--- src/rtl/defines.vh ---
// Shared widths, boot/exception vector defaults and FSM state encodings for pc_seq_ctrl.
`ifndef PC_SEQ_CTRL_DEFINES_VH
`define PC_SEQ_CTRL_DEFINES_VH

`define DATALENGTH        32
`define RESET_PC_DEFAULT  32'hBFC0_0000
`define EXC_VEC_DEFAULT   32'hBFC0_0380

`define STATE_BOOT_ENC    2'd0
`define STATE_RUN_ENC     2'd1
`define STATE_PEND_ENC    2'd2

`endif

--- src/rtl/pc_seq_ctrl_pkg.sv ---
// Types and constants shared by the PC sequencer and its target generator.
package pc_seq_ctrl_pkg;
`include "defines.vh"

    localparam int DW = `DATALENGTH;
    localparam logic [DW-1:0] RESET_PC_DEF = `RESET_PC_DEFAULT;
    localparam logic [DW-1:0] EXC_VEC_DEF  = `EXC_VEC_DEFAULT;

    typedef enum logic [1:0] {
        ST_BOOT = `STATE_BOOT_ENC,
        ST_RUN  = `STATE_RUN_ENC,
        ST_PEND = `STATE_PEND_ENC
    } state_e;

endpackage

--- src/rtl/branch_target_gen.sv ---
// Combinational D-stage redirect target: branch, J-type and JR targets plus priority select.
module branch_target_gen
    import pc_seq_ctrl_pkg::*;
(
    input  logic          branch_taken_d,
    input  logic          jump_d,
    input  logic          jump_reg_d,
    input  logic [DW-1:0] sign_imm_d,
    input  logic [DW-1:0] pc_plus4_d,
    input  logic [25:0]   instr_index_d,
    input  logic [DW-1:0] rs_value_d,
    output logic          redirect,
    output logic [DW-1:0] target
);
    logic [DW-1:0] br_target;
    logic [DW-1:0] j_target;

    // Offset is in words; the shift drops the top two sign bits and the add wraps.
    assign br_target = pc_plus4_d + (sign_imm_d << 2);
    assign j_target  = {pc_plus4_d[DW-1:DW-4], instr_index_d, 2'b00};
    assign redirect  = branch_taken_d | jump_d | jump_reg_d;

    always_comb begin
        target = br_target;
        if (jump_reg_d) begin
            target = rs_value_d;
        end else if (jump_d) begin
            target = j_target;
        end
    end
endmodule

--- src/rtl/pc_seq_ctrl.sv ---
// Fetch PC sequencer with BOOT/RUN/PEND FSM that parks stalled redirects until fetch resumes.
// Optional misaligned JR/ERET trapping is enabled by defining BRANCH_ALIGN_CHECK_EN.
module pc_seq_ctrl
    import pc_seq_ctrl_pkg::*;
#(
    parameter logic [DW-1:0] RESET_PC = RESET_PC_DEF,
    parameter logic [DW-1:0] EXC_VEC  = EXC_VEC_DEF
) (
    input  logic          clock,
    input  logic          reset,
    input  logic          stall_f,
    input  logic          branch_taken_d,
    input  logic          jump_d,
    input  logic          jump_reg_d,
    input  logic [DW-1:0] SignImmD,
    input  logic [DW-1:0] pc_plus4_d,
    input  logic [25:0]   instr_index_d,
    input  logic [DW-1:0] rs_value_d,
    input  logic          exc_req,
    input  logic          eret_req,
    input  logic [DW-1:0] epc,
    output logic [DW-1:0] pc_f,
    output logic          fetch_en,
    output logic          redirect_pending,
    output logic          addr_err
);
    state_e        state_q;
    logic [DW-1:0] pc_q;
    logic [DW-1:0] pend_tgt_q;
    logic          fetch_en_q;
    logic          pend_q;
    logic          addr_err_q;

    logic          d_redirect;
    logic [DW-1:0] d_target;
    logic [DW-1:0] d_target_d;
    logic          jr_bad;
    logic          eret_bad;

    branch_target_gen u_target (
        .branch_taken_d (branch_taken_d),
        .jump_d         (jump_d),
        .jump_reg_d     (jump_reg_d),
        .sign_imm_d     (SignImmD),
        .pc_plus4_d     (pc_plus4_d),
        .instr_index_d  (instr_index_d),
        .rs_value_d     (rs_value_d),
        .redirect       (d_redirect),
        .target         (d_target)
    );

`ifdef BRANCH_ALIGN_CHECK_EN
    // JR has top select priority, so a selected JR target is always rs_value_d.
    assign jr_bad   = jump_reg_d && (rs_value_d[1:0] != 2'b00);
    assign eret_bad = (epc[1:0] != 2'b00);
`else
    assign jr_bad   = 1'b0;
    assign eret_bad = 1'b0;
`endif

    assign d_target_d = jr_bad ? EXC_VEC : d_target;

    always_ff @(posedge clock or negedge reset) begin
        if (!reset) begin
            state_q    <= ST_BOOT;
            pc_q       <= RESET_PC;
            pend_tgt_q <= '0;
            fetch_en_q <= 1'b0;
            pend_q     <= 1'b0;
            addr_err_q <= 1'b0;
        end else begin
            addr_err_q <= 1'b0;
            if (exc_req || eret_req) begin
                pc_q       <= exc_req ? EXC_VEC : (eret_bad ? EXC_VEC : epc);
                addr_err_q <= !exc_req && eret_bad;
                pend_tgt_q <= '0;
                state_q    <= ST_RUN;
                fetch_en_q <= 1'b1;
                pend_q     <= 1'b0;
            end else begin
                case (state_q)
                    ST_BOOT: begin
                        state_q    <= ST_RUN;
                        fetch_en_q <= 1'b1;
                    end
                    ST_RUN: begin
                        // A misaligned JR flags addr_err when accepted, whether applied or parked.
                        if (!stall_f) begin
                            pc_q       <= d_redirect ? d_target_d : pc_q + DW'(4);
                            addr_err_q <= jr_bad;
                        end else if (d_redirect) begin
                            pend_tgt_q <= d_target_d;
                            state_q    <= ST_PEND;
                            pend_q     <= 1'b1;
                            addr_err_q <= jr_bad;
                        end
                    end
                    ST_PEND: begin
                        if (!stall_f) begin
                            pc_q       <= pend_tgt_q;
                            pend_tgt_q <= '0;
                            state_q    <= ST_RUN;
                            pend_q     <= 1'b0;
                        end
                    end
                    default: begin
                        state_q    <= ST_BOOT;
                        fetch_en_q <= 1'b0;
                        pend_q     <= 1'b0;
                    end
                endcase
            end
        end
    end

    assign pc_f             = pc_q;
    assign fetch_en         = fetch_en_q;
    assign redirect_pending = pend_q;
    assign addr_err         = addr_err_q;
endmodule

--- config.mk ---
export PLATFORM = sky130hd
export DESIGN_NAME = pc_seq_ctrl
export DESIGN_NICKNAME = d
export VERILOG_FILES = /design/src/rtl/pc_seq_ctrl_pkg.sv /design/src/rtl/branch_target_gen.sv /design/src/rtl/pc_seq_ctrl.sv
export VERILOG_INCLUDE_DIRS = /design/src /design/src/rtl
export SDC_FILE = /design/constraint.sdc
export NUM_CORES = 1
export LEC_CHECK = 0
export CORE_ASPECT_RATIO = 0.75
export CORE_UTILIZATION = 44
export DETAILED_ROUTE_END_ITERATION = 6
export PLACE_DENSITY = 0.81
export SYNTH_ARGS = -nofsm -noshare
export SYNTH_HDL_FRONTEND = slang
export SYNTH_SLANG_ARGS = --single-unit
--- constraint.sdc ---
create_clock -name clock -period 2.25 [get_ports clock]
set_input_delay 0.3375 -clock clock [delete_from_list [all_inputs] [get_ports clock]]
set_output_delay 0.3375 -clock clock [all_outputs]
set_load 0.005 [all_outputs]
==> flow_summary.toml <==
[cells_and_area]
stdcell_area_um2 = 11600
ff_latch_area_um2 = 1710
nFillCells = 855
layout-drive-gt1-share_pct = 34.4
final_common_cell = "buf_4"
multi_input_area_um2 = 5450
layout.nets = 1443
insertedDiodeCount = 0
syn2layout_area_growth_pct = 79.3
layout_common_cells = "buf_4, clkdlybuf4s50_1, nand2_1"

[power_and_ir_drop]
power_density_nw_per_um2 = 473
ir_drop_mv = 0.441
cellLeakagePower_nw = 4.94

[timing]
period_share_pct = 114
holdWs_ps = -1.20
hold_viol = 1
fmax_ghz = 0.389
rsz0062_at_grt = "yes"
finClkSkew_ps = 4.56
drv_slew = 0
worstMarginPinSlew_ps = 553
min_period_ps = 2570
setup_viol = 32
max_slew_margin_pct = 63.0
tns_ps = -3000
layout_setup_ws_ps = -318

[grt]
antenna_found_initial = 0
grt_overflow = 0
grt_pass1_vias = 8594
grt_pass1_wl_mm = 43.9
grt_max_degree = 69
grt_use_total_pct = 37.6

[logic_synthesis]
synth-seq-cells = 68
synthCells = 852
async_reset_ff_share_pct = 100
ys_types = 76
synth_area_um2 = 6450
yosysWarnings = 0
synthFlopType = "dfrtp_1"
synth_nets = 1049
synth_edf_count = 0
syn_area_per_cell_um2 = 7.57
yosysSeqAreaShare_pct = 26.6

[floorplanning]
rows = 37
ios = 197
die_h_um = 107
initial_utilization_pct = 46.0
coreArea_um2 = 14000
die_w_um = 142
die_area_um2 = 15200

[clock_network]
clock_latency_ps = 340
clk_path_buf_depth = 2
clk_pin_slew_ps = 60
hold_buffers = 0
cts-htree-levels = 3
cts_root_buf = "clkbuf_16"
cts_sinks = 68
cts_inserted_buffers = 9
tritoncts = "done"

[routing]
vias = 9131
antenna_left = 0
wire_per_inst_um = 21.0
wl_mm = 30.3
route.detailed.drc = 0
post_drt_via_cell_ratio = 6.31
drtIter0Drc = 1062
dr.pass1.iters = 6

[critical_path]
cp.arrival_ps = 2780
crit_type = "input pin to flop"
cp_max_fo = 3
slowest_stage = "fa_2"
crit_cells = 15
cp_top_family = "compound AO/OA/AOI/OAI gates"
r2r_cells = 10
crit_path_cell_trace = "buf_6 > ha_4 > inv_2 > fa_2 > and2b_1 > o2111ai_2 > buf_4 > a21oi_4 > nor3_2 > buf_4 > o211ai_1 > a41oi_4 > a21oi_2 > o21a_1 > nor3_2"
crit_buf_inv = 4
worstPathRequired_ps = 2470
critPathLaunch = "pc_plus4_d[2]"
r2r_slack_ps = 20
reg2reg_from = "pc_f[10]"
start_kind = "input pin"
cp-end-kind = "flop"
max_stage_delay_ps = 340

[placement]
port_buffers = 193
hpwlAfterDp_mm = 20.9
gp_congestion = 0.935
place_area_um2 = 10100

[hold_path]
hold_class = "input pin to async pin"

[flow_run]
drv_cap = 0

[outcome]
outcome = "finished, violations left"
violations = "negative hold slack, negative setup slack"
## state kept, by name, summed over array words and instances, names as in the netlist
name / count
redirect_pending: 1
state_q: 2
pc_f: 32
fetch_en: 1
pend_tgt_q: 32
## per-layer routing
metal  routed length, um  part of all wire [%]  track usage, %
met5                   0                     0               0
met2               13700                    45            59.9
met4                1720                   5.7            17.1
met3                3800                    13            8.04
met1               11200                    37            48.9
## metrics by stage
stage | total power [mW] | hold slack, ps | setup WS [ps] | util (%) | instances
floorplan | 2.38 | 41.9 | -298 | - | 852
global placement | 3.48 | 395 | -943 | 72.2 | 1391
detailed placement | 3.52 | 393 | -996 | 72.2 | 1391
CTS | 5.18 | 39.7 | -247 | 79.2 | 1437
global route | 5.68 | 54.9 | -534 | 82.4 | 1446
finish | 5.47 | -1.20 | -318 | 82.4 | 1446
## synth_stat cells, types with 11 or more instances
| cell type | n | area share [%] |
|---|---|---|
| o31ai_1 | 12 | 1.4 |
| a21o_1 | 19 | 2.2 |
| ha_1 | 34 | 6.6 |
| buf_2 | 12 | 0.93 |
| a21oi_1 | 71 | 5.5 |
| o22ai_1 | 11 | 1.1 |
| o21ai_0 | 61 | 4.7 |
| dfrtp_1 | 59 | 23 |
| a211oi_1 | 13 | 1.5 |
| nand2_1 | 108 | 6.3 |
| nor3_1 | 27 | 2.1 |
| clkbuf_1 | 36 | 2.1 |
| o211ai_1 | 12 | 1.4 |
| xnor2_1 | 18 | 2.4 |
| xor2_1 | 21 | 2.9 |
| nor2_1 | 80 | 4.7 |
| nand3_1 | 30 | 2.3 |
| nand4_1 | 13 | 1.3 |
| nand2b_1 | 11 | 1.1 |
| and3_1 | 17 | 1.6 |
| inv_1 | 18 | 1.0 |
## cells by family after synthesis
logic type,Yosys count,synth area share (%)
fa+ha+maj,35,6.91
other cells,1,0.0581
xor+xnor,39,5.30
mux,8,1.28
compound gates,302,31.5
simple gates,326,23.8
flops,68,26.6
buf+inv,73,4.54
## area by class of cell
cell class	count	share of cell area, %
Sequential cell	68	14.8
Inverter	18	0.584
Multi-Input combinational cell	711	47.1
Timing Repair Buffer	438	32.7
Clock buffer	15	2.40
Tap cell	195	2.11
Clock inverter	1	0.260
## worst paths after layout
check	to
hold reg to reg	pend_tgt_q[27]
hold / removal	pc_f[4]
min in group clock	pend_tgt_q[27]
setup reg to reg	pc_f[17]
max in group asynchronous	pc_f[27]
setup / recovery	pc_f[16]
## worst reg2reg max path, delay by kind of cell (launching register included)
kind                      cells  cell delay [ps]
and+or+nand+nor               5              830
DFF                           1              420
AOI/OAI and AO/OA             2              350
buffers and inverters         2              310
xor gates and xnor gates      1              250
## report_power, final
group / switching [mW] / total [mW] / internal, mW
clock network: 0.530 / 1.48 / 0.951
logic: 1.24 / 2.55 / 1.31
registers: 0.0995 / 1.44 / 1.34
total: 1.87 / 5.47 / 3.60
## repair_timing
action	4_1_cts	5_1_grt
buffers inserted	30	9
setup endpoints to repair	53	48
gates cloned	0	0
gates resized for setup	177	104
pin swaps	98	71
Note: power is estimated with default switching activity, not from simulation.
